[src/rtl/mult_seq16_if.sv]
// Handshake and operand/result bundle between the execute-stage control and mult_seq16.
// The master drives start and operands; the slave returns status and the product.
interface mult_seq16_if #(
    parameter int WIDTH = 16
);
    logic                 start;
    logic [WIDTH-1:0]     A;
    logic [WIDTH-1:0]     B;
    logic                 busy;
    logic                 done;
    logic [2*WIDTH-1:0]   Product;
    logic                 Ovfl;

    modport master (
        output start, A, B,
        input  busy, done, Product, Ovfl
    );

    modport slave (
        input  start, A, B,
        output busy, done, Product, Ovfl
    );
endinterface

[src/rtl/mult_seq16.sv]
// Iterative unsigned shift-and-add multiplier: one partial-product add per RUN cycle,
// WIDTH steps per multiply, start/busy/done handshake towards the pipeline control.
module mult_seq16 #(
    parameter int WIDTH = 16
) (
    input  logic          clk,
    input  logic          rst,
    mult_seq16_if.slave   bus
);
    localparam int CW = $clog2(WIDTH) + 1;

    typedef enum logic [1:0] {IDLE, RUN, DONE} state_t;

    state_t             state_reg;
    state_t             state_next;
    logic [WIDTH-1:0]   mcand_reg;
    logic [WIDTH-1:0]   hi_reg;
    logic [WIDTH-1:0]   lo_reg;
    logic [CW-1:0]      count_reg;
    logic [WIDTH-1:0]   addend;
    logic [WIDTH:0]     sum;
    logic               last_step;
    logic               accept;

    // Multiplicand gated by the current multiplier bit.
    generate
        for (genvar gi = 0; gi < WIDTH; gi++) begin : g_addend
            assign addend[gi] = mcand_reg[gi] & lo_reg[0];
        end
    endgenerate

    // Carry out lands in sum[WIDTH] and is shifted into hi, so it is never lost.
    assign sum       = {1'b0, hi_reg} + {1'b0, addend};
    assign last_step = (count_reg == CW'(WIDTH - 1));
    assign accept    = (state_reg == IDLE) && bus.start;

    always_ff @(posedge clk) begin
        if (rst) begin
            state_reg <= IDLE;
        end else begin
            state_reg <= state_next;
        end
    end

    always_comb begin
        state_next = state_reg;
        case (state_reg)
            IDLE:    if (bus.start) state_next = RUN;
            RUN:     if (last_step) state_next = DONE;
            DONE:    state_next = IDLE;
            default: state_next = IDLE;
        endcase
    end

    always_ff @(posedge clk) begin
        if (rst) begin
            mcand_reg <= '0;
            hi_reg    <= '0;
            lo_reg    <= '0;
            count_reg <= '0;
        end else if (accept) begin
            mcand_reg <= bus.A;
            hi_reg    <= '0;
            lo_reg    <= bus.B;
            count_reg <= '0;
        end else if (state_reg == RUN) begin
            // {sum, lo} >> 1: lo[0] has been consumed and drops off the end.
            hi_reg    <= sum[WIDTH:1];
            lo_reg    <= {sum[0], lo_reg[WIDTH-1:1]};
            count_reg <= count_reg + 1'b1;
        end
    end

    assign bus.busy    = (state_reg == RUN);
    assign bus.done    = (state_reg == DONE);
    assign bus.Product = {hi_reg, lo_reg};
    assign bus.Ovfl    = |hi_reg;
endmodule

[src/flat_wrapper.sv]
// flat-port wrapper written by rule: the top's interface ports become plain ports
module mult_seq16_flat 
#(
    parameter int WIDTH = 16
)
  (clk, rst, bus_start, bus_A, bus_B, bus_busy, bus_done, bus_Product, bus_Ovfl);
  mult_seq16_if #(.WIDTH(WIDTH)) bus_i ();
  input  logic clk;
  input  logic rst;
  input wire logic [$bits(bus_i.start)-1:0] bus_start;
  input wire logic [$bits(bus_i.A)-1:0] bus_A;
  input wire logic [$bits(bus_i.B)-1:0] bus_B;
  output wire logic [$bits(bus_i.busy)-1:0] bus_busy;
  output wire logic [$bits(bus_i.done)-1:0] bus_done;
  output wire logic [$bits(bus_i.Product)-1:0] bus_Product;
  output wire logic [$bits(bus_i.Ovfl)-1:0] bus_Ovfl;
  assign bus_i.start = bus_start;
  assign bus_i.A = bus_A;
  assign bus_i.B = bus_B;
  assign bus_busy = bus_i.busy;
  assign bus_done = bus_i.done;
  assign bus_Product = bus_i.Product;
  assign bus_Ovfl = bus_i.Ovfl;
  mult_seq16 #(.WIDTH(WIDTH)) u_core (.clk(clk), .rst(rst), .bus(bus_i));
endmodule
[config.mk]
export PLATFORM = sky130hd
export DESIGN_NAME = mult_seq16_flat
export DESIGN_NICKNAME = d
export VERILOG_FILES = /design/src/rtl/mult_seq16_if.sv /design/src/rtl/mult_seq16.sv /design/src/flat_wrapper.sv
export SDC_FILE = /design/constraint.sdc
export NUM_CORES = 1
export LEC_CHECK = 0
export ABC_AREA = 1
export BUFFER_PORTS_ARGS = -buffer_cell sky130_fd_sc_hd__clkbuf_2
export CORE_ASPECT_RATIO = 0.8
export CORE_MARGIN = 2
export CORE_UTILIZATION = 41
export CTS_CLUSTER_DIAMETER = 40
export DETAILED_ROUTE_END_ITERATION = 12
export SYNTH_ARGS = -nofsm -noshare
export SYNTH_HDL_FRONTEND = slang
export SYNTH_SLANG_ARGS = --single-unit
[constraint.sdc]
create_clock -name clk -period 4.95 [get_ports clk]
set_input_delay 0.99 -clock clk [delete_from_list [all_inputs] [get_ports clk]]
set_output_delay 0.99 -clock clk [all_outputs]
set_load 0.1 [all_outputs]
==> run_results.csv, run 1 <==
group,metric,value,unit
global_route,antenna_found_initial,0,
place,dp_hpwl,5.926,mm
cells_and_area,final-seq-area,1101,um2
worst_setup_path,r2r-start,"u_core.lo_reg[0]",
floorplanning,row_count,29,
power,peakVddDrop,0.1473,mV
clock_network,cts_hold_buf,0,
hold_path,min_path_type,"reg -> reg",
power,powerDensity,296.5,nW/um2
clock_network,post_cts.repair.setup_buffers,0,
cells_and_area,area_growth,15.57,%
power,p_leak,2.024,nW
floorplanning,io_pins,70,
worst_setup_path,arrival,1870,ps
global_route,globalRoute.totalOverflow,0,
floorplanning,dieArea,8673,um2
hold_path,min-delay-start,"u_core.mcand_reg[5]",
place,gp_congestion,0.8572,
worst_setup_path,cp_data_required_time,3960,ps
cells_and_area,fin_nets,622,
place,dpl_cell_area,3647,um2
drt,dr.pass1.iters,5,
drt,ant_nets,0,
clock_network,htreeDepth,2,
worst_setup_path,path_class,"reg -> out",
worst_setup_path,end_kind,"output port",
yosys,synth_cell_types,31,
timing,slew_headroom,56.98,%
worst_setup_path,rrSetupSlack,2710,ps
worst_setup_path,path_max_fanout,51,
clock_network,cts_made_buffers,5,
worst_setup_path,startpoint_type,"flop",
timing,min_period,2858,ps
global_route,grt_pass1_vias,2732,
floorplanning,die_y,83.70,um
clock_network,clk_pin_slew,110,ps
floorplanning,start_util,41.73,%
worst_setup_path,r2r_cells,13,
timing,finalSetupTns,0,ps
drt,routed_wl,7.809,mm
timing,finalHoldViolations,0,
worst_setup_path,path_cells,"inv_2, nor2_4, buf_4, clkbuf_2",
clock_network,cts.path.max_buffers,2,
worst_setup_path,cp_top_family,"buffers and inverters",
place,port_buffers,69,
worst_setup_path,startpoint,"u_core.state_reg[0]",
timing,period_share,57.74,%
floorplanning,core,7801,um2
timing,max_freq,349.9,MHz
worst_setup_path,slowest_delay,560,ps
yosys,ys_warn_count,0,
floorplanning,die_w,103.6,um
yosys,synthesis.nets,562,
cells_and_area,drive_above_1_share,15.47,%
worst_setup_path,reg2reg_to,"u_core.hi_reg[13]",
clock_network,cts_tree,"yes",
yosys,synth-edff-count,0,
clock_network,clk_latency,320,ps
cells_and_area,n_antenna_cell,0,
timing,worst_slew_pin_slew,644.4,ps
drt,vias_per_cell,4.607,
timing,setup_violations,0,
drt,vias,3119,
yosys,synth-main-ff-cell,"dfxtp_1",
yosys,avgSynthCellArea,6.409,um2
yosys,async_flop_share,0,%
global_route,track_usage,18.62,%
timing,slew_violations,0,
yosys,syn_inst,508,
clock_network,cts_sinks,55,
worst_setup_path,worst-path-buf-inv,3,
cells_and_area,multiInputGateArea,1743,um2
yosys,netlist_area,3256,um2
drt,drtIter0Drc,177,
worst_setup_path,cpMaxStageDelayCell,"clkbuf_2",
outcome,status,"finished clean",
global_route,grt_max_degree,52,
drt,drc,0,
global_route,grt_pass1_wl,13.12,mm
timing,grt_setup_unrepaired,"no",
yosys,synth-seq-cells,55,
timing,clock_skew,10.00,ps
job,cap_violations,0,
power,total_power,1.116,mW
hold_path,whs_path_depth,2,
clock_network,clockRootBuffer,"clkbuf_8",
worst_setup_path,cp.depth,4,
clock_network,post_cts_resized,0,
cells_and_area,fill_cells,825,
drt,drt-wirelength-per-cell,11.53,um
yosys,seq_area_frac_synth,33.82,%
hold_path,min_to,"u_core.mcand_reg[5]",
cells_and_area,fin_area,3762,um2
[cell families after synthesis]
kind of cell | share of synthesized area, %
AND/OR/NAND/NOR | 35.43
XOR/XNOR | 1.345
flip-flops | 33.82
AO/OA/AOI/OAI | 9.224
adder cells (fa/ha/maj) | 7.533
buffers and inverters | 12.64
[layout by cell type (no fill, tap or decap)]
cell | netlist | layout
nor2_1 | 68 | 68
a31oi_1 | 16 | 16
clkinvlp_4 | 0 | 1
clkbuf_2 | 0 | 69
bufinv_16 | 0 | 1
and2_4 | 1 | 1
nand4_1 | 2 | 2
xnor2_1 | 4 | 4
inv_2 | 3 | 3
nand3_4 | 1 | 1
nand3b_1 | 2 | 2
nor2_4 | 2 | 2
nor4_1 | 4 | 4
nor2_8 | 1 | 1
inv_1 | 77 | 77
inv_4 | 1 | 1
xor2_1 | 1 | 1
nand2_1 | 161 | 161
nand3_1 | 24 | 24
ha_1 | 18 | 18
dfxtp_1 | 55 | 55
o21ai_0 | 21 | 21
nor3_1 | 8 | 8
or2_1 | 2 | 2
o21ai_1 | 1 | 1
o31ai_1 | 1 | 1
o211ai_1 | 3 | 3
clkbuf_8 | 0 | 5
fa_1 | 1 | 1
inv_6 | 1 | 2
a21oi_1 | 12 | 12
buf_4 | 2 | 1
[layout make-up]
class	instances	area share, %
clock buffer	5	1.829
clock inverter	3	1.230
inverter	82	8.380
multi-input combinational	354	46.33
sequential	55	29.27
tap	108	3.592
timing repair buffer	70	9.378
[worst min-delay path, stage by stage, from the launching register on]
cell     delay, ps
dfxtp_1        340
nor2_1          40
nor2_1          80
[synth_stat cells, types with 2 or more instances]
master    count  area [um2]
inv_1        77       289.0
nor4_1        4       25.02
nand3_1      24       120.1
ha_1         18       225.2
a21oi_1      12       60.06
or2_1         2       12.51
o21ai_0      21       105.1
nor2_4        2       22.52
buf_6         2       22.52
dfxtp_1      55        1101
nand2_1     161       604.3
buf_2         8       40.04
buf_4         2       15.01
xnor2_1       4       35.03
nor2_1       68       255.2
inv_2         3       11.26
nand3b_1      2       15.01
nor3_1        8       40.04
o211ai_1      3       22.52
clkbuf_1      5       18.77
a31oi_1      16       100.1
nand4_1       2       12.51
[stage by stage]
stage	std cells	hold WS, ps	worst slack, ps	util [%]
6_report	677	493.2	2092	48.23
5_1_grt	677	518.8	1998	48.23
4_1_cts	677	496.4	2088	48.23
3_5_place_dp	669	472.0	2454	46.75
3_3_place_gp	669	463.6	2471	46.75
2_1_floorplan	508	454.9	1956	-
[worst max-delay path by stage]
| stage | to |
|---|---|
| final | bus_busy |
| after global routing | bus_busy |
| after CTS | bus_busy |
| after detailed placement | bus_busy |
| after global placement | bus_busy |
| after floorplan | bus_Ovfl |
[layer usage]
layer / vias to the layer above / GRT usage [%] / wire length, um
met5: - / 0 / 0
met4: 0 / 4.668 / 60
met3: 7 / 4.059 / 474
met2: 70 / 26.37 / 3128
met1: 1340 / 28.37 / 4146
li1: 1702 / - / -
[where the power goes]
part	internal, mW	total [mW]	switching, mW
Clock	0.153	0.317	0.164
Sequential	0.471	0.495	0.0240
Combinational	0.0659	0.303	0.237
Note: power is estimated with default switching activity, not from simulation.
==> run 2, diff against run 1 <==
Settings changed: PLACE_DENSITY set to 0.65.
Clock period 4.95 ns to 2.3 ns, I/O delays scaled along.
==> run 2 against run 1 <==
Power is 100% higher. Clock skew is 2.9 ps lower. Global-route usage is 0.10 points higher. First-iteration DRC count is 20% lower.
==> run_results.csv, run 2 (synthesized netlist as in run 1, its figures left out) <==
group,metric,value,unit
floorplanning,row_count,29,
drt,drtIter0Drc,141,
drt,ant_nets,0,
place,dp_hpwl,6.263,mm
power,peakVddDrop,0.3831,mV
clock_network,clk_pin_slew,100,ps
cells_and_area,fin_util,48.53,%
timing,grt_setup_unrepaired,"no",
floorplanning,core,7801,um2
timing,period_share,93.59,%
timing,max_freq,464.6,MHz
clock_network,cts_hold_buf,0,
timing,min_period,2152,ps
worst_setup_path,path_class,"reg -> out",
cells_and_area,final_common_cell,"nand2_1",
floorplanning,die_y,83.70,um
timing,clock_skew,7.061,ps
drt,dr.pass1.iters,5,
power,powerDensity,601.0,nW/um2
drt,routed_wl,8.101,mm
drt,drt-wirelength-per-cell,11.93,um
worst_setup_path,reg2reg_to,"u_core.hi_reg[11]",
cells_and_area,area_growth,16.30,%
worst_setup_path,path_max_fanout,4,
worst_setup_path,r2r-start,"u_core.lo_reg[0]",
place,port_buffers,69,
cells_and_area,mostFrequentLayoutCells,"161 x nand2_1, 77 x inv_1, 68 x nor2_1, 68 x clkbuf_2, 38 x dfxtp_1",
timing,finalHoldViolations,0,
worst_setup_path,startpoint_type,"flop",
drt,met1Wirelength,4.058,mm
floorplanning,io_pins,70,
drt,wl_met3,501,um
worst_setup_path,startpoint,"u_core.hi_reg[5]",
global_route,antenna_found_initial,0,
floorplanning,start_util,41.73,%
global_route,grt_max_degree,35,
drt,dr_wl_met2,3.451,mm
worst_setup_path,r2r_cells,13,
timing,slew_violations,0,
global_route,globalRoute.totalOverflow,0,
hold_path,min_path_type,"in -> reg",
clock_network,post_cts_resized,0,
drt,vias,3223,
drt,highest_layer,"met4",
worst_setup_path,cp_data_required_time,1840,ps
cells_and_area,n_antenna_cell,0,
timing,setup_violations,0,
worst_setup_path,end_kind,"output port",
global_route,grt_pass1_vias,2889,
global_route,track_usage,18.72,%
power,p_leak,2.033,nW
worst_setup_path,rrSetupSlack,340,ps
clock_network,cts_sinks,55,
outcome,status,"finished clean",
worst_setup_path,arrival,1690,ps
cells_and_area,fill_cells,846,
worst_setup_path,crit_end,"bus_Ovfl",
cells_and_area,drive_above_1_share,18.56,%
floorplanning,dieArea,8673,um2
floorplanning,die_w,103.6,um
clock_network,cts_tree,"yes",
clock_network,htreeDepth,2,
cells_and_area,fin_nets,624,
timing,finalSetupTns,0,ps
drt,drc,0,
clock_network,clockRootBuffer,"clkbuf_8",
clock_network,post_cts.repair.setup_buffers,0,
timing,slew_headroom,62.11,%
drt,vias_per_cell,4.747,
global_route,grt_pass1_wl,13.50,mm
clock_network,clk_latency,310,ps
job,cap_violations,0,
place,gp_congestion,0.9074,
clock_network,cts.path.max_buffers,2,
clock_network,cts_made_buffers,5,
timing,worst_slew_pin_slew,567.0,ps
## run 2: cell count changes in the layout (fill, tap and decap cells not counted), sizes merged
| cell | delta |
|---|---|
| buf | +3 |
| clkinv | +1 |
| inv | -1 |
| bufinv | -1 |
## run 2: worst min path at each step
| stage | to | cells past startpoint | slack [ps] | start |
|---|---|---|---|---|
| final | u_core.lo_reg[11] | 3 | 390 | bus_B[11] |
| after global routing | u_core.lo_reg[13] | 3 | 380 | bus_B[13] |
| after CTS | u_core.lo_reg[11] | 3 | 380 | bus_B[11] |
| after detailed placement | u_core.mcand_reg[2] | 2 | 470 | u_core.mcand_reg[2] |
| after global placement | u_core.mcand_reg[14] | 2 | 470 | u_core.mcand_reg[14] |
| after floorplan | u_core.mcand_reg[10] | 2 | 450 | u_core.mcand_reg[10] |
## run 2: cell type report
type	instances	area, um2	share of cell area [%]
Clock buffer	6	72.57	1.917
Timing Repair Buffer	72	382.9	10.11
Tap cell	108	135.1	3.569
Sequential cell	55	1125	29.71
Inverter	82	315.3	8.328
Clock inverter	2	12.51	0.3305
Multi-Input combinational cell	354	1743	46.03
## run 2: routing by layer
layer,global-route usage (%),vias to the layer above
met3,3.357,9
li1,-,1705
met4,4.054,0
met1,27.49,1419
met5,0,-
met2,28.72,90
## run 2: worst max-delay path, stage by stage, from the launching register on
cell      delay, ps
dfxtp_2         360
nor4_1          440
nand4_1         170
clkbuf_2        410
## run 2: power breakdown
group | switching, mW | internal (mW) | total (mW)
registers | 0.0561 | 1.02 | 1.07
logic | 0.512 | 0.150 | 0.661
clock network | 0.326 | 0.214 | 0.540
## run 2: stage by stage
stage | power [mW] | setup WS [ps] | instance area, um2 | instances | hold WS (ps)
2_1_floorplan | 1.625 | 20.95 | 3279 | 508 | 454.9
3_3_place_gp | 1.751 | 404.2 | 3701 | 671 | 466.0
3_5_place_dp | 1.758 | 381.0 | 3701 | 671 | 471.9
4_1_cts | 2.296 | 141.7 | 3786 | 679 | 384.2
5_1_grt | 2.382 | 54.69 | 3786 | 679 | 379.8
6_report | 2.275 | 147.5 | 3786 | 679 | 388.4
